### config.mk
export PLATFORM = sky130hd
export DESIGN_NAME = mig_rdata_buf
export DESIGN_NICKNAME = d
export VERILOG_FILES = /design/src/rtl/mig_rdata_buf.sv
export SDC_FILE = /design/constraint.sdc
export NUM_CORES = 1
export LEC_CHECK = 0
export BUFFER_PORTS_ARGS = -buffer_cell sky130_fd_sc_hd__buf_2
export CAP_MARGIN = 20
export CORE_MARGIN = 2
export CORE_UTILIZATION = 30
export DETAILED_ROUTE_END_ITERATION = 6
export GPL_ROUTABILITY_DRIVEN = 0
export GPL_TIMING_DRIVEN = 0
export HOLD_SLACK_MARGIN = 0.02
export MAX_ROUTING_LAYER = met4
export PLACE_DENSITY = 0.59
export SLEW_MARGIN = 20
export SYNTH_ARGS = -nofsm -noshare
export SYNTH_HDL_FRONTEND = slang
export SYNTH_SLANG_ARGS = --single-unit
### constraint.sdc
create_clock -name mclk -period 5.2 [get_ports mclk]
set_input_delay 0.26 -clock mclk [delete_from_list [all_inputs] [get_ports mclk]]
set_output_delay 0.26 -clock mclk [all_outputs]
set_load 0.02 [all_outputs]
### src/rtl/mig_rdata_buf.sv
// Credit-based read-data buffer between a MIG read port and a ready/valid consumer.
// Optional same-cycle bypass when empty: define MIG_RDATA_BYPASS_EN.
module mig_rdata_buf #(
    parameter int unsigned DEPTH = 4,
    parameter int unsigned ID_W  = 4
) (
    input  logic            mclk,
    input  logic            mrst,
    input  logic            rd_req_valid,
    input  logic [ID_W-1:0] rd_req_id,
    output logic            rd_req_ready,
    input  logic [127:0]    app_rd_data,
    input  logic            app_rd_data_valid,
    input  logic            app_rd_data_end,
    output logic [127:0]    rdata,
    output logic [ID_W-1:0] rid,
    output logic            rvalid,
    input  logic            rready,
    output logic            rd_err
);

    localparam int unsigned PtrW = (DEPTH > 1) ? $clog2(DEPTH) : 1;
    localparam int unsigned CntW = $clog2(DEPTH + 1);
    localparam int unsigned EntW = 128 + ID_W;

    logic [ID_W-1:0] idq_mem [DEPTH];
    logic [PtrW-1:0] idq_wptr_q, idq_rptr_q;
    logic [CntW-1:0] idq_cnt_q, idq_cnt_d;

    logic [EntW-1:0] fifo_mem [DEPTH];
    logic [PtrW-1:0] fifo_wptr_q, fifo_rptr_q;
    logic [CntW-1:0] fifo_cnt_q, fifo_cnt_d;

    logic [CntW-1:0] cnt;
    logic            rd_err_q, rd_err_d;
    logic            fire, matched, bypass, fifo_push, fifo_pop, fifo_nonempty;
    logic [ID_W-1:0] head_id;
    logic [EntW-1:0] head_ent;

    // Credits cover both in-flight reads and stored beats, so the FIFO can never overflow.
    assign cnt           = idq_cnt_q + fifo_cnt_q;
    assign rd_req_ready  = ~mrst & (cnt < CntW'(DEPTH));
    assign fire          = rd_req_valid & rd_req_ready;
    // Registered reserved count: a credit granted this cycle cannot match a beat this cycle.
    assign matched       = app_rd_data_valid & (idq_cnt_q != '0) & ~mrst;
    assign head_id       = idq_mem[idq_rptr_q];
    assign head_ent      = fifo_mem[fifo_rptr_q];
    assign fifo_nonempty = (fifo_cnt_q != '0);

`ifdef MIG_RDATA_BYPASS_EN
    assign bypass = matched & ~fifo_nonempty & rready;
`else
    assign bypass = 1'b0;
`endif

    assign fifo_push = matched & ~bypass;
    assign fifo_pop  = fifo_nonempty & rready & ~mrst;
    assign rd_err    = rd_err_q;

    always_comb begin
        idq_cnt_d = idq_cnt_q;
        if (fire)    idq_cnt_d = idq_cnt_d + CntW'(1);
        if (matched) idq_cnt_d = idq_cnt_d - CntW'(1);
    end

    always_comb begin
        fifo_cnt_d = fifo_cnt_q;
        if (fifo_push) fifo_cnt_d = fifo_cnt_d + CntW'(1);
        if (fifo_pop)  fifo_cnt_d = fifo_cnt_d - CntW'(1);
    end

    always_comb begin
        rd_err_d = rd_err_q;
        if (app_rd_data_valid && !mrst && (!matched || !app_rd_data_end)) rd_err_d = 1'b1;
    end

    always_comb begin
        rvalid = 1'b0;
        rdata  = '0;
        rid    = '0;
        if (!mrst) begin
            if (fifo_nonempty) begin
                rvalid = 1'b1;
                rdata  = head_ent[EntW-1:ID_W];
                rid    = head_ent[ID_W-1:0];
            end
`ifdef MIG_RDATA_BYPASS_EN
            else if (bypass) begin
                rvalid = 1'b1;
                rdata  = app_rd_data;
                rid    = head_id;
            end
`endif
        end
    end

    always_ff @(posedge mclk) begin
        if (mrst) begin
            idq_wptr_q  <= '0;
            idq_rptr_q  <= '0;
            idq_cnt_q   <= '0;
            fifo_wptr_q <= '0;
            fifo_rptr_q <= '0;
            fifo_cnt_q  <= '0;
            rd_err_q    <= 1'b0;
        end else begin
            if (fire)      idq_wptr_q  <= idq_wptr_q + PtrW'(1);
            if (matched)   idq_rptr_q  <= idq_rptr_q + PtrW'(1);
            if (fifo_push) fifo_wptr_q <= fifo_wptr_q + PtrW'(1);
            if (fifo_pop)  fifo_rptr_q <= fifo_rptr_q + PtrW'(1);
            idq_cnt_q  <= idq_cnt_d;
            fifo_cnt_q <= fifo_cnt_d;
            rd_err_q   <= rd_err_d;
        end
    end

    // Storage arrays need no reset; occupancy counts define validity.
    always_ff @(posedge mclk) begin
        if (fire)      idq_mem[idq_wptr_q]   <= rd_req_id;
        if (fifo_push) fifo_mem[fifo_wptr_q] <= {app_rd_data, head_id};
    end

endmodule
==> metrics.txt, run 1 <==
crit path max fanout 10; CTS root buf clkbuf_16; clock tree sinks around 560; clock-pin slew on the worst setup and hold paths 0.06 ns; number of synthesized flops with an enable pin 544; Die Y 273 um; final setup fails 0; Fin Setup TNS 0 ns; Post-layout nets 1618; worst vdd ir between 0.3 and 0.4 mV; fin area 0.0279 mm2; Synth Warn # 0; fmax 0.271 GHz; drt total wl slightly below 50000 um; Wirelength per Cell 19.8 um; fraction of layout cells with a size suffix above 1 36.5%; number of global-route vias before repair 11.9k; RSZ-0062 raised after global routing false; fin crit period 3.69 ns; Seq cells post-synth 563; Via Count 11.1k; Layout Skew between 0.02 and 0.025 ns; H-tree Lvls 2; # DRC 0; grt total ovfl 0; power per cell area 413 mW/mm2; largest net degree at the start of global routing 42; DRT Pass-1 Iters 4; Worst EP required 4.94 ns; crit path capture type primary output; Yosys cell types 42; main flop type after synthesis edfxtp_1; CTS tree yes; Syn Inst Count 985; Die X 273 um; Most Crowded Layer GR met2; Synth top cells by count edfxtp_1 (544), mux4_2 (136), and2_1 (134); initial antenna violation count 4; I/O pin count 273; worst slack, placed 1.99 ns; final worst setup slack 1.51 ns; Slew Viols, Final 0; Pwr Total 11.5 mW; setup bufs post-CTS 0; met2 usage roughly 21%; final period utilization 71.0%; 1st-iter DRT viols 674; Setup CP Type reg -> out; die area 0.0747 mm2; Placed Area roughly 0.025 mm2; Starting Density 30.4%; max-cap violations 0; core box area roughly 0.07 mm2; FFs w/ async S/R, synth 0%; Worst Tran Pin Value 0.894 ns; Critical Path AT 3.43 ns; row count 98; Syn Area/Cell 22.1 um2; clk buf depth 3; port bufs 271; P&R area growth vs syn 28.2%; later-pin clock latency in the skew report between 0.6 and 0.7 ns; Mapped Nets about 1.1k; most frequent cell after synthesis edfxtp_1; Startpoint Class register; GRT Overall Usage about an eighth; dpl hpwl between 30000 and 40000 um; first-pass GRT wire length between 70000 and 80000 um; hold slack 0.228 ns; status finished, final reports clean; worst hold path type in -> reg; post-synthesis sequential area ratio 76.8%; Global Route met1 Usage 16.9%; mapped cell area 0.0218 mm2; slew margin rel. approximately two fifths; area leader, netlist edfxtp_1; TritonCTS Buffers 59; top cells by area, synth edfxtp_1 (75%), mux4_2 (14%), and2_1 (3.9%); static leakage power roughly 9.6 nW; Detail Route Antenna Nets 0; Fin. Hold Viols 0; Vias/cell 4.50; met3 Use GR ~3.2%; Synth top area share 75.1%
-- layer usage --
| layer | vias up | part of all wire (%) |
|---|---|---|
| li1 | 4974 | - |
| met1 | 5794 | 43 |
| met2 | 268 | 49 |
| met3 | 75 | 6.1 |
| met4 | 0 | 2.0 |
| met5 | - | 0 |
-- cell usage in the layout (no fill, tap or decap), types with 3 or more instances in the layout --
cell / instances
buf_12: 5
xnor2_1: 5
buf_16: 8
and2_1: 134
and3_1: 5
dfxtp_1: 19
bufinv_16: 7
buf_2: 290
nand3_1: 4
dlygate4sd3_1: 136
clkbuf_16: 59
and3_4: 4
ha_1: 15
buf_6: 10
inv_1: 11
diode_2: 5
mux4_2: 136
edfxtp_1: 544
nor2_1: 13
clkinv_2: 8
clkinvlp_4: 3
clkbuf_1: 32
clkinv_1: 12
a21oi_1: 10
nand2_1: 3
inv_6: 5
-- layout make-up --
class | instances | area, um2
Antenna cell | 5 | 12.5
Buffer | 51 | 310
Clock buffer | 72 | 1530
Clock inverter | 36 | 370
Fill cell | 6605 | 43700
Inverter | 12 | 45.0
Multi-Input combinational cell | 359 | 4710
Sequential cell | 563 | 16700
Tap cell | 950 | 1190
Timing Repair Buffer | 419 | 3020
-- path summary, 6_finish.rpt --
path | slack (ns) | cells after the start | startpoint | endpoint
max reg2reg | 2.78 | 12 | idq_cnt_q[1] | fifo_cnt_q[2]
min reg2reg | 0.53 | 2 | idq_rptr_q[1] | idq_rptr_q[1]
min | 0.23 | 3 | mrst | idq_cnt_q[2]
max | 1.51 | 7 | fifo_cnt_q[0] | rdata[77]
-- where the power goes --
part           leakage [nW]  switching, mW  internal [mW]
sequential             5.06         0.0681           5.20
clock                 0.919           1.72           2.43
combinational          3.59           1.20          0.910
total                  9.57           2.99           8.53
-- flip-flops by register name (all words and copies together), names as in the netlist, named ones only --
register	flops
idq_mem	16
idq_rptr_q	2
idq_cnt_q	3
idq_wptr_q	2
fifo_rptr_q	2
fifo_mem	528
rd_err	1
fifo_wptr_q	2
fifo_cnt_q	3
-- cells by family after synthesis --
group | count (synthesis) | share of synthesized area [%]
simple gates | 170 | 4.74
flops | 563 | 76.8
mux | 139 | 14.2
buf+inv | 63 | 1.63
fa+ha+maj | 15 | 0.863
compound gates | 24 | 0.966
xor+xnor | 11 | 0.725
-- timing repair --
item / in CTS / in global routing
resized for setup: 0 / 0
endpoints found under the hold margin: 534 / 0
hold buffers: 136 / 0
-- metrics by stage --
step	instances	utilization [%]
after CTS	2462	38.9
after global placement	2206	33.9
final	2467	39.0
after global routing	2466	38.9
after detailed placement	2218	34.4
after floorplan	985	-
-- critical path: stages (launching register included) --
cell      delay (ns)
dfxtp_1         0.52
inv_1           0.08
ha_1            0.31
a21oi_4         0.46
buf_2           0.52
clkbuf_1        0.50
and2_1          0.20
buf_2           0.22
No activity file was read; power rests on OpenSTA's default activity.
==> run 2, diff against run 1 <==
PLACE_DENSITY = 0.6   (was 0.59)
clock period = 3.3 ns   (was 5.2 ns; I/O delays follow)
==> metrics.txt, run 2 (synthesized netlist as in run 1, its figures left out) <==
status finished, final reports clean; commonest non-fill, non-tap cells in the layout edfxtp_1 (544), buf_2 (289), mux4_2 (136), dlygate4sd3_1 (136), and2_1 (134); slew margin rel. 39.8%; dpl hpwl 29600 um; fin crit period 3.04 ns; CTS root buf clkbuf_16; clk buf depth 3; Worst EP required 3.13 ns; CTS tree yes; first-pass GRT wire length 71900 um; Die Y about 270 um; DRT Pass-1 Iters 5; worst vdd ir 0.472 mV; Fin. Hold Viols 0; met3 Use GR 3.04%; GRT Overall Usage a little over an eighth; Setup CP Type reg -> out; Critical Path AT 2.88 ns; Slew Viols, Final 0; port bufs 271; Pwr Total around 18 mW; FILL cells between 6k and 7k; Most Crowded Layer GR met2; Global Route met1 Usage 15.8%; Starting Density 30.4%; Post-layout nets around 1.6k; grt total ovfl 0; crit path capture type primary output; Die X 273 um; fraction of layout cells with a size suffix above 1 roughly 37%; H-tree Lvls 2; Inst Count DP around 2.2k; final setup fails 0; Layout Skew 0.0124 ns; clock tree sinks between 500 and 600; Most flops, register fifo_mem; met2 usage 22.1%; crit path max fanout 11; Largest register FFs 528; Post-Layout Cell Count 2468; die area 0.0747 mm2; Worst Tran Pin Value 0.903 ns; max-cap violations 0; fmax 0.329 GHz; Startpoint Class register; later-pin clock latency in the skew report approximately 0.62 ns; 1st-iter DRT viols roughly 770; Via Count 11.2k; Vias/cell 4.52; TritonCTS Buffers 60; RSZ-0062 raised after global routing false; number of global-route vias before repair 12.2k; static leakage power 9.59 nW; Detail Route Antenna Nets 0; # DRC 0; worst hold path type in -> reg; core box area 0.0716 mm2; clock-pin slew on the worst setup and hold paths 0.06 ns; P&R area growth vs syn 28.2%; Wirelength per Cell 19.3 um; most common cell after layout, fill and taps aside edfxtp_1; largest net degree at the start of global routing 43; drt total wl 47600 um; final period utilization around 92%; I/O pin count 273; hold slack ~0.15 ns; Fin Setup TNS 0 ns; initial antenna violation count 6; top flop regs fifo_mem: 528 flops, idq_mem: 16 flops; power per cell area 643 mW/mm2; row count 98
## run 2: final cells by class
cell class | count | area (um2) | area share [%]
clock buffers | 68 | 1550 | 5.57
diodes | 5 | 12.5 | 0.0449
multi-input cells | 359 | 4710 | 16.9
plain buffers | 51 | 318 | 1.14
clock inverters | 39 | 293 | 1.05
inverters | 12 | 45.0 | 0.161
repair buffers | 421 | 3060 | 11.0
flip-flops and latches | 563 | 16700 | 59.9
well taps | 950 | 1190 | 4.26
## run 2: worst max-delay path: stages, from the launching register on
cell      delay, ns
dfxtp_1        0.54
inv_1          0.08
ha_1           0.31
a21oi_4        0.23
buf_4          0.35
clkbuf_1       0.37
and2_1         0.21
buf_2          0.17
## run 2: metrics by stage
step                worst slack, ns  utilization, %  area [um2]
floorplan                     0.289               -       21800
global placement              -1.34            33.9       24300
detailed placement            0.203            34.4       24700
CTS                           0.163            38.9       27900
global route                 0.0690            39.0       27900
finish                        0.260            39.0       27900
## run 2: power breakdown
group	leakage [nW]	switching, mW	internal, mW
logic	3.62	1.89	1.46
registers	5.06	0.109	8.19
clock network	0.900	2.70	3.60
## run 2: final timing paths
check / startpoint / endpoint / slack, ns / cells past startpoint
setup / recovery: fifo_cnt_q[0] / rdata[43] / 0.26 / 7
hold / removal: mrst / idq_cnt_q[2] / 0.15 / 3
setup reg to reg: idq_cnt_q[0] / fifo_mem[1][96] / 0.75 / 7
hold reg to reg: fifo_rptr_q[1] / register / 0.52 / 2
## run 2: per-layer routing
layer	part of all wire, %	wire length [um]	vias to the layer above
li1	-	-	4982
met1	41	19600	5822
met2	50	24000	280
met3	6.6	3120	73
met4	1.8	877	0
met5	0	0	-
## run 2: timing repair
| action | CTS | global route |
|---|---|---|
| endpoints found under the setup margin | 62 | 0 |
| gates resized for setup | 4 | 0 |
| hold buffers | 136 | 0 |
| buffers inserted | 2 | 0 |
| endpoints found under the hold margin | 535 | 0 |
